<file path="config.mk">
export PLATFORM = sky130hd
export DESIGN_NAME = astar_heuristic_unit
export DESIGN_NICKNAME = d
export VERILOG_FILES = /design/src/rtl/astar_heuristic_unit.sv
export SDC_FILE = /design/constraint.sdc
export NUM_CORES = 2
export LEC_CHECK = 0
export BUFFER_PORTS_ARGS = -buffer_cell sky130_fd_sc_hd__buf_2
export CAP_MARGIN = 20
export CORE_MARGIN = 2
export CORE_UTILIZATION = 62
export DETAILED_ROUTE_END_ITERATION = 12
export PLACE_DENSITY = 0.85
export SETUP_SLACK_MARGIN = 0.4
export SYNTH_ARGS = -nofsm -noshare
export SYNTH_HDL_FRONTEND = slang
export SYNTH_SLANG_ARGS = --single-unit
</file>
<file path="constraint.sdc">
create_clock -name ap_clk -period 4 [get_ports ap_clk]
set_clock_uncertainty 0.05 [all_clocks]
set_input_delay 0.2 -clock ap_clk [delete_from_list [all_inputs] [get_ports ap_clk]]
set_output_delay 0.2 -clock ap_clk [all_outputs]
set_load 0.05 [all_outputs]
</file>
<file path="src/rtl/astar_heuristic_unit.sv">
// Pipelined scaled-Manhattan-distance engine for the A* worker, with a credit-guarded
// first-word-fall-through result queue that the consumer pops.
module astar_heuristic_unit #(
  parameter int unsigned LATENCY   = 3,
  parameter int unsigned LOG_DEPTH = 6,
  parameter int unsigned K_LAT     = 1,
  parameter int unsigned K_LON     = 1,
  parameter int unsigned FRAC_BITS = 0
) (
  input  logic                 ap_clk,
  input  logic                 ap_rst,
  input  logic                 ap_start,
  output logic                 ap_ready,
  output logic                 ap_idle,
  output logic                 ap_done,
  input  logic [31:0]          src_lat_V,
  input  logic [31:0]          src_lon_V,
  input  logic [31:0]          dst_lat_V,
  input  logic [31:0]          dst_lon_V,
  output logic [31:0]          out_r,
  output logic                 out_r_ap_vld,
  input  logic                 rd_en,
  output logic [31:0]          rd_data,
  output logic                 empty,
  output logic                 full,
  output logic [LOG_DEPTH:0]   size
);

  localparam int unsigned DEPTH   = 1 << LOG_DEPTH;
  localparam logic [15:0] K_LAT_W = 16'(K_LAT);
  localparam logic [15:0] K_LON_W = 16'(K_LON);

  // ---------------------------------------------------------------------------
  // Distance arithmetic, evaluated on the request cycle and then pipelined.
  // ---------------------------------------------------------------------------
  logic signed [32:0] dlat_s;
  logic signed [32:0] dlon_s;
  logic [32:0]        dlat_abs;
  logic [32:0]        dlon_abs;
  logic [49:0]        sum;
  logic [49:0]        sum_sh;
  logic [31:0]        result;

  always_comb begin
    dlat_s   = $signed({src_lat_V[31], src_lat_V}) - $signed({dst_lat_V[31], dst_lat_V});
    dlon_s   = $signed({src_lon_V[31], src_lon_V}) - $signed({dst_lon_V[31], dst_lon_V});
    // The most negative difference is -(2**32-1), so negation always fits in 33 bits.
    dlat_abs = dlat_s[32] ? $unsigned(-dlat_s) : $unsigned(dlat_s);
    dlon_abs = dlon_s[32] ? $unsigned(-dlon_s) : $unsigned(dlon_s);
    sum      = 50'(dlat_abs) * 50'(K_LAT_W) + 50'(dlon_abs) * 50'(K_LON_W);
    sum_sh   = sum >> FRAC_BITS;
    result   = (|sum_sh[49:32]) ? 32'hFFFF_FFFF : sum_sh[31:0];
  end

  // ---------------------------------------------------------------------------
  // Handshake, credits and FIFO control.
  // ---------------------------------------------------------------------------
  logic [LATENCY-1:0]   vld_q, vld_d;
  logic [31:0]          data_q [LATENCY];
  logic [31:0]          data_d [LATENCY];
  logic [LOG_DEPTH:0]   inflight_q, inflight_d;
  logic [LOG_DEPTH:0]   size_q, size_d;
  logic [LOG_DEPTH-1:0] wr_ptr_q, wr_ptr_d;
  logic [LOG_DEPTH-1:0] rd_ptr_q, rd_ptr_d;
  logic [31:0]          mem_q [DEPTH];
  logic [LOG_DEPTH+1:0] credit_used;
  logic                 accept;
  logic                 push;
  logic                 pop;

  // Credits count both queued and in-flight results, so a push never meets a full queue.
  assign credit_used = {1'b0, size_q} + {1'b0, inflight_q};
  assign ap_ready    = !ap_rst && (credit_used < (LOG_DEPTH+2)'(DEPTH));
  assign accept      = ap_start && ap_ready;
  assign push        = vld_q[LATENCY-1];
  assign pop         = rd_en && (size_q != '0);

  // NOTE: every always_comb output gets a default first so no path can infer a latch.
  always_comb begin
    vld_d     = vld_q;
    data_d    = data_q;
    vld_d[0]  = accept;
    data_d[0] = accept ? result : data_q[0];
    for (int i = 1; i < LATENCY; i++) begin
      vld_d[i]  = vld_q[i-1];
      data_d[i] = data_q[i-1];
    end

    inflight_d = inflight_q;
    unique case ({accept, push})
      2'b10:   inflight_d = inflight_q + 1'b1;
      2'b01:   inflight_d = inflight_q - 1'b1;
      default: inflight_d = inflight_q;
    endcase

    size_d = size_q;
    unique case ({push, pop})
      2'b10:   size_d = size_q + 1'b1;
      2'b01:   size_d = size_q - 1'b1;
      default: size_d = size_q;
    endcase

    wr_ptr_d = push ? wr_ptr_q + 1'b1 : wr_ptr_q;
    rd_ptr_d = pop  ? rd_ptr_q + 1'b1 : rd_ptr_q;
  end

  // NOTE: sequential state uses non-blocking assignments so every flop samples pre-edge values.
  always_ff @(posedge ap_clk or posedge ap_rst) begin
    if (ap_rst) begin
      vld_q      <= '0;
      for (int i = 0; i < LATENCY; i++) data_q[i] <= '0;
      inflight_q <= '0;
      size_q     <= '0;
      wr_ptr_q   <= '0;
      rd_ptr_q   <= '0;
    end else begin
      vld_q      <= vld_d;
      data_q     <= data_d;
      inflight_q <= inflight_d;
      size_q     <= size_d;
      wr_ptr_q   <= wr_ptr_d;
      rd_ptr_q   <= rd_ptr_d;
    end
  end

  // NOTE: the storage array has no reset; occupancy and pointers alone define its contents.
  always_ff @(posedge ap_clk) begin
    if (push) mem_q[wr_ptr_q] <= data_q[LATENCY-1];
  end

  assign out_r        = data_q[LATENCY-1];
  assign out_r_ap_vld = vld_q[LATENCY-1];
  assign ap_done      = vld_q[LATENCY-1];
  assign ap_idle      = (inflight_q == '0) && !ap_start;
  assign rd_data      = mem_q[rd_ptr_q];
  assign empty        = (size_q == '0);
  assign full         = (size_q == (LOG_DEPTH+1)'(DEPTH));
  assign size         = size_q;

endmodule

</file>
==> metrics.yaml, run 1 <==
synthesis:
  ys_ff_latch: 2173
  yosys.area_share.adder: 0.0179
  yosys.area.top_type_share: 0.692
  ys_types: 81
  synth_xor_xnor_area_share: 0.0167
  synth_top_family_by_area: "multiplexers"
  synth-main-ff-cell: "sky130_fd_sc_hd__edfxtp_1"
  synthTopCellsByArea: "sky130_fd_sc_hd__edfxtp_1 (69%), sky130_fd_sc_hd__mux4_2 (17%), sky130_fd_sc_hd__dfrtp_1 (3.5%), sky130_fd_sc_hd__ha_1 (1.7%), sky130_fd_sc_hd__xnor2_1 (0.97%)"
  most_area_hungry_cell_type_in_the_yosys_netlist: "sky130_fd_sc_hd__edfxtp_1"
  ys_warn_count: 0
  synth-edff-count: 2048
  total_nets_after_synthesis: 4571
  syn_area_mm2: 0.0889
  seq_area_frac_synth: 0.727
  syn_area_per_cell_um2: 20.6
  synthArstFlopShare: 0.0575
  synthCells: 4315
  synth_simple_gate_area_frac: 0.0240
  synthMuxAreaShare: 0.171
  synth-compound-area-share: 0.0301
die:
  num_rows: 138
  floorplan.die.height_um: 383
  num_ports: 209
  die_width_um: 383
  floorplan.initialDensity: 0.626
cts:
  cts.repair_timing.setup_buffer_count: 94
  numCtsBuffers: 202
  clockBufferDepth: 3
  hold_buffers: 3
  number_of_gates_resized_after_cts: 361
  ctsHtreeMaxLevel: 4
  count_of_clock_tree_sinks: 2173
  root_buffer: "sky130_fd_sc_hd__clkbuf_16"
status:
  failed_stage: "clock tree synthesis (4_1_cts)"
  tool.error: "[ERROR DPL-0033] detailed placement checks failed during check placement."
  outcome: "aborted with a tool error"
placement:
  portBuffers: 208
  dp_cells: 6854
  detailed_place_hpwl_mm: 168
  routabilityCongestion: 0.896
-- cell usage after synthesis, types with 19 or more instances --
cell / number
sky130_fd_sc_hd__edfxtp_1: 2048
sky130_fd_sc_hd__mux4_2: 672
sky130_fd_sc_hd__nor2_1: 188
sky130_fd_sc_hd__a21oi_1: 154
sky130_fd_sc_hd__clkbuf_1: 146
sky130_fd_sc_hd__dfrtp_1: 125
sky130_fd_sc_hd__ha_1: 119
sky130_fd_sc_hd__inv_1: 114
sky130_fd_sc_hd__xnor2_1: 98
sky130_fd_sc_hd__nand2_1: 88
sky130_fd_sc_hd__xor2_1: 70
sky130_fd_sc_hd__o21ai_0: 60
sky130_fd_sc_hd__a21o_1: 57
sky130_fd_sc_hd__buf_1: 40
sky130_fd_sc_hd__nand3_1: 28
sky130_fd_sc_hd__a31oi_1: 27
sky130_fd_sc_hd__nor3_1: 23
sky130_fd_sc_hd__nand4_1: 19
-- cells by family after synthesis --
group / count (synthesis)
flops: 2173
mux: 676
simple gates: 445
compound gates: 416
buf+inv: 312
xor+xnor: 169
fa+ha+maj: 124
-- per-stage QoR --
| step | setup WS, ns | cell area (um2) |
|---|---|---|
| 3_5_place_dp | -1.86 | 97700 |
| 3_3_place_gp | -1.56 | 97700 |
| 2_1_floorplan | -1.20 | 89200 |
==> run 2, diff against run 1 <==
Settings changed: CORE_UTILIZATION 62 to 40, PLACE_DENSITY 0.85 to unset, PLACE_DENSITY_LB_ADDON set to 0.15, SETUP_SLACK_MARGIN 0.4 to unset.
==> run 2 against run 1 <==
Compared with the run above: the flow now finishes, with violations (setup timing); area after synthesis did not move; synthesized cell count did not move.
==> metrics.yaml, run 2 <==
synthesis:
  most_area_hungry_cell_type_in_the_yosys_netlist: "sky130_fd_sc_hd__edfxtp_1"
  post-synth-top-count-cell: "sky130_fd_sc_hd__edfxtp_1"
  seq_area_frac_synth: 0.727  # unchanged
  yosys.area.top_type_share: 0.692  # unchanged
  syn_area_per_cell_um2: 20.6  # unchanged
  ys_ff_latch: 2173  # unchanged
  ys_types: 81  # unchanged
  total_nets_after_synthesis: 4571  # unchanged
  ys_warn_count: 0  # unchanged
  synth-main-ff-cell: "sky130_fd_sc_hd__edfxtp_1"
  synthTopCellsByArea: "sky130_fd_sc_hd__edfxtp_1 (69%), sky130_fd_sc_hd__mux4_2 (17%), sky130_fd_sc_hd__dfrtp_1 (3.5%), sky130_fd_sc_hd__ha_1 (1.7%), sky130_fd_sc_hd__xnor2_1 (0.97%)"
  synthCells: 4315  # unchanged
  synth_top_cells_by_count: "sky130_fd_sc_hd__edfxtp_1 (2048), sky130_fd_sc_hd__mux4_2 (672), sky130_fd_sc_hd__nor2_1 (188)"
  syn_area_mm2: 0.0889  # unchanged
  synth-edff-count: 2048  # unchanged
  synthArstFlopShare: 0.0575  # unchanged
die:
  floorplan.die.height_um: 475  # +24%
  floorplan.die_area_mm2: 0.226
  die_width_um: 475  # +24%
  num_rows: 173  # +25%
  floorplan.initialDensity: 0.401  # -0.225
  num_ports: 209  # unchanged
  core-area_mm2: 0.222
grt:
  grt_antenna_before_repair: 21
  grt_first_pass_wirelength_mm: 341
  grt_overflow: 0
  first_global_vias: 48000
  maximum_number_of_pins_on_one_net_before_global_route_repair: 75
  track_usage: 0.209
final_layout:
  finish.net_count: 5595
  register_ranked_first_by_flip_flop_count: "mem_q"
  postLayoutCellArea_mm2: 0.110
  fillCellCount: 18200
  layout.core_utilization: 0.496
  layout.cells.most_common_list: "sky130_fd_sc_hd__edfxtp_1 (2048), sky130_fd_sc_hd__mux4_2 (672), sky130_fd_sc_hd__buf_4 (609)"
  largest_register_ff_count: 2048
  areaGrowthSynthToFinish_pct: 23.8
  layout.cells.most_common: "sky130_fd_sc_hd__edfxtp_1"
  drive_above_1_share: 0.411
critical_path:
  criticalPathCategory: "primary input to flop"
  critical_path_depth: 28
  critical_path_peak_fanout: 8
  path_buf_inv: 5
  path_delay_family: "compound AO/OA/AOI/OAI gates"
  worst_r2r_path_depth: 20
  critPathMaxStageDelay_ns: 0.35
  critPathRequiredTime_ns: 4.66
  critical_path.endpoint_type: "flop"
  arrival_ns: 5.23
  setup.worst_path.start_class: "primary input"
  cpMaxStageDelayCell: "sky130_fd_sc_hd__fa_2"
worst_hold_path:
  hold_class: "primary input to flop"
  worst_hold_path.num_cells: 7
routing:
  vias: 46200
  drtIter0Drc: 4331
  drc: 0
  route.antenna.remaining_nets: 0
  drt_wl_total_mm: 236
  routedWlPerCell_um: 27.7
  route.detailed.vias_per_inst: 5.43
  drtPass1Iterations: 5
power_and_ir_drop:
  max_rail_drop_vdd_mv: 1.12
  total_power_mw: 82.5
  power_leakage_nw: 36.8
  p_per_area_mw_per_mm2: 750
cts:
  count_of_clock_tree_sinks: 2173  # unchanged
  ctsHtreeMaxLevel: 4  # unchanged
  root_buffer: "sky130_fd_sc_hd__clkbuf_16"
  clockBufferDepth: 3  # unchanged
  cts_tree: "done"
  clkSlewWorstSetupHoldPaths_ns: 0.06
  numCtsBuffers: 222  # +9.9%
  clkLatencyLatePin_ns: 0.83
timing:
  hold_viol_final: 0
  grt_setup_unrepaired: "true"
  final_min_period_over_clock_period: 1.14
  max_clock_freq_mhz: 219
  finalWorstPathRequiredPeriod_ns: 4.57
  worst_slack_ns: -0.571
  relSlewSlack: 0.254
  final-max-slew-violation-count: 0
  tightestPinTransition_ns: 1.12
  setup-violations-final: 64
placement:
  routabilityCongestion: 0.845  # -5.7%
  postPlaceCellArea_mm2: 0.0996  # +2.0%
  detailed_place_hpwl_mm: 148  # -12%
  portBuffers: 208  # unchanged
status:
  outcome: "finished, violations left"
  violations: "setup timing"
job:
  cap_viol_max_count: 0
[run 2: final timing paths]
path                         startpoint       endpoint  slack (ns)
min in group asynchronous        ap_rst  inflight_q[6]        0.59
min reg2reg                  data_d[16]      out_r[16]        0.29
max reg2reg                     size[1]  inflight_q[6]        0.36
max in group asynchronous        ap_rst      out_r[19]        2.25
max                        src_lat_V[0]     data_d[52]       -0.57
min                        dst_lat_V[0]     data_d[32]        0.14
[run 2: cells by family after synthesis]
family | count (synthesis) | share of synthesized area
and+or+nand+nor | 445 | 0.0240
muxes | 676 | 0.171
AOI/OAI and AO/OA | 416 | 0.0301
adders and majority gates | 124 | 0.0179
buffers and inverters | 312 | 0.0134
xor gates and xnor gates | 169 | 0.0167
DFF | 2173 | 0.727
[run 2: through the flow]
step | hold WS, ns | setup TNS (ns) | cells | setup slack [ns]
after detailed placement | 0.285 | -53.18 | 7967 | -1.68
after CTS | 0.0858 | -26.86 | 8473 | -0.681
after global routing | 0.104 | -30.69 | 8502 | -0.770
after global placement | 0.283 | -52.41 | 7967 | -1.65
after floorplan | 0.281 | -37.82 | 4315 | -1.20
final | 0.136 | -21.63 | 8503 | -0.571
[run 2: layout make-up]
type / count / area [um2] / share of cell area
diodes: 1 / 2.50 / 0.0000227
clock buffers: 276 / 5840 / 0.0531
clock inverters: 136 / 1170 / 0.0106
inverters: 114 / 443 / 0.00403
multi-input cells: 1830 / 24600 / 0.223
flip-flops and latches: 2173 / 64700 / 0.588
well taps: 2975 / 3720 / 0.0338
repair buffers: 998 / 9570 / 0.0870
[run 2: power breakdown]
group	switching (mW)	total [mW]	internal [mW]
registers	1.96	30.2	28.3
clock network	8.66	20.0	11.4
logic	17.2	32.3	15.1
[run 2: metal layers]
layer	global-route usage	wire length [um]	vias to the layer above
li1	-	-	20000
met1	0.287	100000	24600
met2	0.345	116000	1301
met3	0.0401	14300	277
met4	0.0516	5350	2
met5	0	13	-
[run 2: what timing repair did]
item                       CTS  global route
hold endpoints to repair    93             0
resized for setup          244           155
setup endpoints to repair   64            65
gates cloned                31             5
pin swaps                   47            72
buffers inserted            62            36
hold buffers                 4             0
[run 2: worst reg2reg max path, delay by kind of cell (launching register included)]
kind	cells	cell delay (ns)
adders and majority gates	3	0.75
DFF	1	0.44
AOI/OAI and AO/OA	8	1.25
and+or+nand+nor	4	0.47
buffers and inverters	3	0.27
xor gates and xnor gates	2	0.28
Note: power is estimated with default switching activity, not from simulation.
